[src/rtl/tone_decoder.sv]
`default_nettype none
// ============================================================================
// tone_decoder : measures a square-wave tone period and locks it to a note
// Rev 1.0
// ============================================================================
module tone_decoder #(
  parameter int TIMEOUT    = 131071,
  parameter int MIN_PERIOD = 18000,
  parameter int MAX_PERIOD = 40000,
  parameter int B_CD       = 36137,
  parameter int B_DE       = 32195,
  parameter int B_EF       = 29486,
  parameter int B_FG       = 27073,
  parameter int B_GA       = 24119,
  parameter int B_AB       = 21488
) (
  input  logic        clk,
  input  logic        rst_n,
  input  logic        tone_in,
  output logic [16:0] period,
  output logic        period_valid,
  output logic [2:0]  note,
  output logic        locked,
  output logic        silent,
  output logic [7:0]  led
);

  localparam logic [16:0] C_TIMEOUT_M1 = 17'(TIMEOUT - 1);
  localparam logic [16:0] C_MIN        = 17'(MIN_PERIOD);
  localparam logic [16:0] C_MAX        = 17'(MAX_PERIOD);
  localparam logic [16:0] C_BCD        = 17'(B_CD);
  localparam logic [16:0] C_BDE        = 17'(B_DE);
  localparam logic [16:0] C_BEF        = 17'(B_EF);
  localparam logic [16:0] C_BFG        = 17'(B_FG);
  localparam logic [16:0] C_BGA        = 17'(B_GA);
  localparam logic [16:0] C_BAB        = 17'(B_AB);
  localparam logic [16:0] C_CNT_MAX    = 17'h1FFFF;
  localparam logic [2:0]  C_UNKNOWN    = 3'd7;

  typedef enum logic [1:0] {
    SILENT  = 2'd0,
    FIRST   = 2'd1,
    MEASURE = 2'd2
  } state_t;

  state_t      r_state;
  logic        r_sync1;
  logic        r_sync2;
  logic        r_sync3;
  logic        r_edge;
  logic [16:0] r_count;
  logic [2:0]  r_cand;
  logic        r_cand_valid;

  logic [16:0] w_meas;
  logic [2:0]  w_class;
  logic        w_timeout;

  function automatic logic [2:0] classify(input logic [16:0] p);
    if (p < C_MIN || p > C_MAX) return C_UNKNOWN;
    else if (p >= C_BCD)        return 3'd0;
    else if (p >= C_BDE)        return 3'd1;
    else if (p >= C_BEF)        return 3'd2;
    else if (p >= C_BFG)        return 3'd3;
    else if (p >= C_BGA)        return 3'd4;
    else if (p >= C_BAB)        return 3'd5;
    else                        return 3'd6;
  endfunction

  function automatic logic [6:0] seg7(input logic [2:0] n);
    case (n)
      3'd0:    return 7'h39;
      3'd1:    return 7'h5E;
      3'd2:    return 7'h79;
      3'd3:    return 7'h71;
      3'd4:    return 7'h6F;
      3'd5:    return 7'h77;
      3'd6:    return 7'h7C;
      default: return 7'h40;
    endcase
  endfunction

  // The counter holds (distance - 1) at the edge cycle since it clears to 0.
  always_comb begin
    w_meas    = (r_count == C_CNT_MAX) ? C_CNT_MAX : r_count + 17'd1;
    w_class   = classify(w_meas);
    w_timeout = (r_count == C_TIMEOUT_M1);
  end

  always_ff @(posedge clk) begin
    if (!rst_n) begin
      r_state      <= SILENT;
      r_sync1      <= 1'b0;
      r_sync2      <= 1'b0;
      r_sync3      <= 1'b0;
      r_edge       <= 1'b0;
      r_count      <= 17'd0;
      r_cand       <= C_UNKNOWN;
      r_cand_valid <= 1'b0;
      period       <= 17'd0;
      period_valid <= 1'b0;
      note         <= C_UNKNOWN;
      locked       <= 1'b0;
      silent       <= 1'b1;
      led          <= 8'h00;
    end else begin
      r_sync1      <= tone_in;
      r_sync2      <= r_sync1;
      r_sync3      <= r_sync2;
      r_edge       <= r_sync2 & ~r_sync3;
      period_valid <= 1'b0;

      if (r_edge) begin
        r_count <= 17'd0;
        case (r_state)
          SILENT: begin
            r_state <= FIRST;
            silent  <= 1'b0;
          end
          default: begin
            r_state      <= MEASURE;
            period       <= w_meas;
            period_valid <= 1'b1;
            r_cand       <= w_class;
            r_cand_valid <= 1'b1;
            if (r_cand_valid && (w_class == r_cand)) begin
              note   <= w_class;
              locked <= 1'b1;
              led    <= {1'b1, seg7(w_class)};
            end
          end
        endcase
      end else begin
        if (r_count != C_CNT_MAX) r_count <= r_count + 17'd1;
        if (w_timeout) begin
          r_state      <= SILENT;
          silent       <= 1'b1;
          locked       <= 1'b0;
          note         <= C_UNKNOWN;
          led          <= 8'h00;
          r_cand_valid <= 1'b0;
        end
      end
    end
  end

endmodule
`default_nettype wire

[config.mk]
export PLATFORM = sky130hd
export DESIGN_NAME = tone_decoder
export DESIGN_NICKNAME = d
export VERILOG_FILES = /design/src/rtl/tone_decoder.sv
export SDC_FILE = /design/constraint.sdc
export NUM_CORES = 1
export LEC_CHECK = 0
export CAP_MARGIN = 20
export CORE_UTILIZATION = 34
export DETAILED_ROUTE_END_ITERATION = 6
export SYNTH_ARGS = -nofsm -noshare
export SYNTH_HDL_FRONTEND = slang
export SYNTH_SLANG_ARGS = --single-unit
[constraint.sdc]
create_clock -name clk -period 4.14 [get_ports clk]
set_input_delay 0.828 -clock clk [delete_from_list [all_inputs] [get_ports clk]]
set_output_delay 0.828 -clock clk [all_outputs]
set_load 0.02 [all_outputs]
Word level (Yosys, flattened, before mapping) --
Index checks and enable logic that the tools add are counted.
Storage, ports and cells: logic and storage cells 81, output and inout port bits 31, input bits 3, flip-flop bits (word level) 58
Operators by class: $lt $le $gt $ge 8, mux-type cells 30, add/subtract/negate cells 1, equality and inequality tests 13, reduce and logical (&&, ||, !) cells 11, bitwise logic cells 4
Operators by type and width (count):
- 17-bit by 15-bit >= comparator with 1-bit output, second input constant | 5
- 7-bit case mux with 7 select lines | 1
- 17-bit equality test, second input constant | 2
- 8-bit 2-to-1 mux | 4
- 3-bit 2-to-1 mux | 9
- 17-bit by 1-bit adder with 17-bit output, second input constant | 1
- 17-bit by 16-bit >= comparator with 1-bit output, second input constant | 1
- 17-bit by 16-bit > comparator with 1-bit output, second input constant | 1
- 17-bit by 15-bit < comparator with 1-bit output, second input constant | 1
- 17-bit 2-to-1 mux | 1
- 17-bit inequality test, second input constant | 1
- 1-bit 2-to-1 mux | 10
- 2-bit 2-to-1 mux | 5
- 3-bit equality test, second input constant | 3
- 2-bit AND reduction | 4
- 3-bit by 2-bit equality test with 1-bit output, second input constant | 2
- 2-bit by 1-bit inequality test with 1-bit output, second input constant | 2
- 3-bit by 1-bit equality test with 1-bit output, second input constant | 1
- 3-bit equality test | 1
- 3-bit zero test | 1
- 1-bit NOT | 3
- 3-bit AND reduction | 1
- 2-bit zero test | 1
- 2-bit inequality test, second input constant | 1
- 5 further kinds | 5

Longest topological paths before layout --
Gate-level depths: netlist of run 1.
depth in word-level cells 15, depth in mapped cells 19, gate-level depth less buffers 16

Worst setup path after synthesis of run 1 --
Ideal clock, no wire load.
path type register to register, start point reg r_count[1], end point reg note[2], arrival time 3.770 ns, stages on the path, launching flop included 17, required time 4.017 ns, slack 0.246 ns, buffers on the path 1, path through dfxtp_1 ha_1 inv_1 nor2_1 nand4_1 inv_1 ha_1 buf_2 nor2b_1 mux2_2 or4b_1 a2bb2oi_1 o2111ai_1 o311ai_4 xnor2_2 nor2_8 mux2_1
Between the ends: longest elaborated chain between the ends 14, elaborated cells on any way between the ends 28, classes of those cells add/sub (1); order compare (8); eq/ne (4); mux (11); reduce/logical (4)
Ends and longest elaborated chain:
- start: declaration | RTL line 51 | logic [16:0] r_count;
- start signal: assignment | RTL line 134 | if (r_count != C_CNT_MAX) r_count <= r_count + 17'd1;
- 17-bit by 1-bit adder with 17-bit output / 17-bit equality test (equally long branches) | RTL line 85 | w_meas = (r_count == C_CNT_MAX) ? C_CNT_MAX : r_count + 17'd1;
- 17-bit 2-to-1 mux | RTL line 85
- 17-bit by 15-bit >= comparator with 1-bit output | RTL line 66 | else if (p >= C_BAB) return 3'd5;
- 2-bit 2-to-1 mux | RTL line 66
- 2-bit 2-to-1 mux | RTL line 65 | else if (p >= C_BGA) return 3'd4;
- 3-bit 2-to-1 mux | RTL line 64 | else if (p >= C_BFG) return 3'd3;
- 3-bit 2-to-1 mux | RTL line 63 | else if (p >= C_BEF) return 3'd2;
- 3-bit 2-to-1 mux | RTL line 62 | else if (p >= C_BDE) return 3'd1;
- 3-bit 2-to-1 mux | RTL line 61 | else if (p >= C_BCD) return 3'd0;
- 3-bit 2-to-1 mux | RTL line 60 | if (p < C_MIN || p > C_MAX) return C_UNKNOWN;
- 3-bit equality test | RTL line 126 | if (r_cand_valid && (w_class == r_cand)) begin
- 1-bit logical AND | RTL line 126
- 2-bit by 1-bit inequality test with 1-bit output (no source line)
- 3-bit AND reduction (no source line)
- end signal: assignment | RTL line 127 | note <= w_class;
- end: declaration | RTL line 22 | output logic [2:0] note,
Parallel ways exist; a longest one is shown, timed or not. The select of a mux whose other input is x is not followed. A chain may end at the register's enable or synchronous reset.

Worst setup path after layout of run 1 --
start point reg r_count[12], end point reg note[0]
Same word-level chain as after synthesis.

==> results of run 1 <==
path summary, 6_finish.rpt:
kind	end	slack, ps	cells after the start
max	note[0]	250	15
min	r_edge	390	1
max reg2reg	note[0]	250	15
min reg2reg	r_edge	390	1
report_power, final:
group / internal (W) / switching (W)
logic: 0.0000191 / 0.0000392
registers: 0.000554 / 0.00000317
clock network: 0.000215 / 0.000238
total: 0.000788 / 0.000280
through the flow:
step / power [W] / hold slack (ps)
floorplan: 0.000605 / 367
global placement: 0.000625 / 376
finish: 0.00107 / 389
detailed placement: 0.000626 / 379
global route: 0.00111 / 427
CTS: 0.00108 / 393
routing by layer:
| layer | vias up | routed length, um |
|---|---|---|
| met3 | 15 | 527 |
| li1 | 1607 | - |
| met4 | 0 | 159 |
| met2 | 85 | 4200 |
| met1 | 1548 | 4340 |
| met5 | - | 0 |
cells by family (layout without fill, tap and decap cells):
family                     after synthesis  after routing  share of synthesized area
AOI/OAI and AO/OA                       95             95                      0.214
buffers and inverters                   40             88                     0.0540
DFF                                     57             57                      0.331
and+or+nand+nor                        188            188                      0.285
adders and majority gates                4              4                     0.0145
xor gates and xnor gates                14             14                     0.0377
muxes                                   21             21                     0.0646
what timing repair did:
action | in CTS | in global routing
hold endpoints to repair | 0 | 0
setup endpoints to repair | 0 | 10
resized for setup | 0 | 6
placed cells by master (no fill, tap or decap), drive strengths merged, types with 4 or more instances in the layout:
master,instances
nor2,61
dfxtp,57
nand2,34
clkdlybuf4s50,33
buf,28
nor3,18
nand3,15
a211oi,14
a21oi,13
o21ai,12
inv,12
nor2b,11
mux2i,11
o211ai,10
mux2,10
xnor2,10
clkbuf,9
nand4,8
and2,7
and3,7
nor4,7
nand2b,6
a31oi,6
o311ai,5
or3,4
xor2,4
a211o,4
ha,4
a2bb2oi,4
critical path, delay by kind of cell, from the launching register on:
kind | cells | cell delay (ps)
mux | 2 | 650
flops | 1 | 450
fa+ha+maj | 1 | 160
simple gates | 7 | 1580
buf+inv | 2 | 310
compound gates | 3 | 670
state kept, by name, summed over array words and instances (netlist names):
name	cells
period	17
r_edge	1
r_cand	3
r_sync2	1
r_sync3	1
silent	1
note	3
r_count	17
led	7
period_valid	1
r_sync1	1
r_cand_valid	1
locked	1
r_state	2
area by class of cell:
cell class	count	area, um^2	share of cell area
Clock inverter	7	46.3	0.0110
Timing Repair Buffer	61	541	0.128
Sequential cell	57	1140	0.271
Clock buffer	9	124	0.0294
Inverter	11	41.3	0.00979
Tap cell	133	166	0.0395
Multi-Input combinational cell	322	2160	0.511
==> results_dict.tcl, run 1 <==
set metrics [dict create \
    cts_max_level 3 \
    max_stage_delay_ps 520 \
    overflow 0 \
    rr_startpoint "r_count[12]" \
    cp_max_fo 18 \
    synth_top_cell_by_area "dfxtp_1" \
    holdBufCountCts 0 \
    gp_congestion 0.857 \
    final_core_util 0.429 \
    ys_seq_elements 57 \
    seq_area_frac_synth 0.331 \
    synth_top_cell_area_share 0.331 \
    area.growth.synth_to_final_pct 22.2 \
    nets 469 \
    antenna_cells 0 \
    slew_headroom 0.357 \
    start_kind "flop" \
    fp.coreArea_um2 9820 \
    status "completed" \
    fin_ws_ps 248 \
    slowest_stage "or4b_4" \
    clock_path_buffers 2 \
    fin_skew_ps 9.12 \
    grt_pass1_wl_um 15000 \
    cts_buffers 9 \
    synth_common_cells "nor2_1, dfxtp_1, nand2_1" \
    rsz0062_at_grt "no" \
    synth_area_leaders "dfxtp_1, nor2_1, nand2_1" \
    top_usage_layer "met2" \
    final_area_um2 4220 \
    layout-drive-gt1-share 0.161 \
    path_cells "nand4_1 -> nor2_1 -> nand4_1 -> inv_1 -> ha_1 -> buf_4 -> nor2_1 -> mux2_2 -> or3b_1 -> or4b_4 -> nand2_1 -> o211ai_1 -> a32oi_4 -> mux2_2 -> o21ai_0" \
    cts_tree "done" \
    hold_viol 0 \
    hpwl_um 6780 \
    syn_nets 426 \
    slew_violations 0 \
    gr-usage-met1 0.254 \
    clock-sinks 57 \
    core.rowCount 36 \
    arrival_ps 4170 \
    first_global_vias 2936 \
    port-buffer-count 33 \
    path_class "flop to flop" \
    power_leakage_nw 1.47 \
    grt_usage 0.187 \
    ys.warnings.count 0 \
    n_fill_cell 1033 \
    postSynthCellCount 419 \
    die-width_um 103 \
    pre_cts_ws_ps 213 \
    synth_area_um2 3450 \
    tns_ps 0 \
    synth_edf_count 0 \
    dr.pass1.iters 5 \
    postCtsSetupRepairBufs 0 \
    clkLatencyLatePin_ps 350 \
    peakVddDrop_mv 0.0895 \
    avgRoutedWirePerCell_um 15.4 \
    grt_max_degree 38 \
    ys.flop_type "dfxtp_1" \
    die_y_um 103 \
    cellPowerDensity_nw_per_um2 253 \
    end_kind "flop" \
    antenna_found_initial 0 \
    yosysMostFrequentCell "nor2_1" \
    cap_viol_max_count 0 \
    placed_cell_area_um2 4010 \
    drt-initial-drc-count 204 \
    min-delay-start "r_sync3" \
    start_util 0.351 \
    die-area_um2 10600 \
    setup.worst_path.start "r_count[12]" \
    globalRouteMet2Util 0.288 \
    clk_pin_slew_ps 70 \
    antenna_left 0 \
    dp.cells 584 \
    final_cells 600 \
    hold_class "flop to flop" \
    worst_ep_required_time_ps 4420 \
    ys_async_sr_fraction 0 \
    wirelength_um 9220 \
    num_io_pins 34 \
    final-setup-viol-count 0 \
    min_period_ps 3890 \
    tightest_slew_ps 955 \
    synth_cell_types 68 \
    cts_root_buf "clkbuf_8" \
    max_clock_freq_ghz 0.257 \
    viasPerCell 5.43 \
    vias 3255 \
    met3_usage 0.0366 \
    finalCritPeriodShare 0.940 \
    syn_area_per_cell_um2 8.23 \
    drc_errors 0 \
]
Note: power is estimated with default switching activity, not from simulation.
==> inputs of run 2 (changes only) <==
CORE_UTILIZATION = 36   (was 34)
clock period = 4.2 ns   (was 4.14 ns; I/O delays follow)
==> results_dict.tcl, run 2 (synthesis results as in run 1) <==
set metrics [dict create \
    min-delay-start "r_sync3" \
    fin_skew_ps 13.0 \
    path_class "flop to flop" \
    clock_path_buffers 2 \
    hpwl_um 6810 \
    clk_pin_slew_ps 70 \
    tightest_slew_ps 937 \
    avgRoutedWirePerCell_um 15.4 \
    overflow 0 \
    start_kind "flop" \
    antenna_left 0 \
    grt_usage 0.193 \
    status "completed" \
    cts_max_level 3 \
    area.growth.synth_to_final_pct 23.1 \
    clkLatencyLatePin_ps 340 \
    drc_errors 0 \
    holdBufCountCts 0 \
    peakVddDrop_mv 0.156 \
    max_clock_freq_ghz 0.258 \
    dp.cells 580 \
    wirelength_um 9150 \
    cap_viol_max_count 0 \
    slew_violations 0 \
    final_common_cell "nor2_1" \
    port-buffer-count 33 \
    first_global_vias 2956 \
    placed_cell_area_um2 4020 \
    grt_pass1_wl_um 15100 \
    power_leakage_nw 1.50 \
    final-setup-viol-count 0 \
    num_io_pins 34 \
    gp_congestion 0.845 \
    nets 469 \
    hold_viol 0 \
    final_area_um2 4250 \
    worst_ep_required_time_ps 4420 \
    cts_resized 0 \
    final_cells 596 \
    cts_tree "done" \
    layout-drive-gt1-share 0.150 \
    die-width_um 99.9 \
    slew_headroom 0.368 \
    cellPowerDensity_nw_per_um2 278 \
    end_kind "flop" \
    finalCritPeriodShare 0.921 \
    cts_buffers 9 \
    viasPerCell 5.44 \
    mostFrequentLayoutCells "nor2_1, dfxtp_1, clkdlybuf4s50_1, nand2_1, buf_4" \
    cts_root_buf "clkbuf_8" \
    start_util 0.373 \
    dr.pass1.iters 5 \
    cp_max_fo 26 \
    rr_startpoint "r_count[12]" \
    die_y_um 99.9 \
    die-area_um2 9980 \
    core.rowCount 35 \
    drt-initial-drc-count 192 \
    p_total_w 0.00118 \
    antenna_cells 0 \
    postCtsSetupRepairBufs 0 \
    tns_ps 0 \
    grt_max_degree 38 \
    r2r_slack_ps 330 \
    rsz0062_at_grt "no" \
    setup.worst_path.start "r_count[12]" \
    fp.coreArea_um2 9240 \
    clock-sinks 57 \
    vias 3244 \
    min_period_ps 3870 \
    arrival_ps 4090 \
    top_regs "period: 17 flops, r_count: 17 flops, led: 7 flops" \
    antenna_found_initial 0 \
    hold_class "flop to flop" \
    n_fill_cell 932 \
]
## run 2: changes by cell type in the layout (fill, tap and decap cells not counted), sizes merged
cell,delta
clkinvlp,-3
inv,-1
clkbuf,+2
bufinv,+2
## run 2: per-stage QoR
stage          hold slack (ps)  utilization  setup slack [ps]
2_1_floorplan              367            -               306
3_3_place_gp               379        0.435               347
3_5_place_dp               372        0.435               298
4_1_cts                    381        0.459               270
5_1_grt                    397        0.460              25.9
6_report                   381        0.460               331
## run 2: metal layers
| metal | track usage | vias to the layer above | wire (um) |
|---|---|---|---|
| met2 | 0.296 | 96 | 4050 |
| met1 | 0.271 | 1522 | 4640 |
| met4 | 0.0622 | 0 | 113 |
| met5 | 0 | - | 0 |
| li1 | - | 1616 | - |
| met3 | 0.0362 | 10 | 356 |
## run 2: area by class of cell
class	count	area, um^2	share of cell area
Timing Repair Buffer	61	553	0.130
Sequential cell	57	1140	0.269
Inverter	11	41.3	0.00972
Multi-Input combinational cell	322	2130	0.502
Clock inverter	5	78.8	0.0186
Clock buffer	11	141	0.0333
Tap cell	129	161	0.0380
## run 2: power breakdown
part	internal, W	switching [W]	leakage (nW)
registers	0.000546	0.00000327	0.461
clock network	0.000349	0.000228	0.113
logic	0.0000176	0.0000377	0.928
total	0.000913	0.000269	1.50
## run 2: path summary, 6_finish.rpt
check | endpoint | cells after the start
max | note[1] | 16
min | r_edge | 1
max reg2reg | note[1] | 16
min reg2reg | r_edge | 1
## run 2: worst max-delay path, stage by stage, from the launching register on
cell	delay [ps]
dfxtp_1	450
nand4_1	150
nor2_1	150
nand4_1	140
inv_1	80
ha_1	200
buf_12	190
nor2b_1	70
mux2i_1	290
a21oi_1	140
a211o_1	350
a211oi_2	300
a31oi_1	120
o311ai_4	450
xnor2_2	180
or3_1	380
o41a_1	110
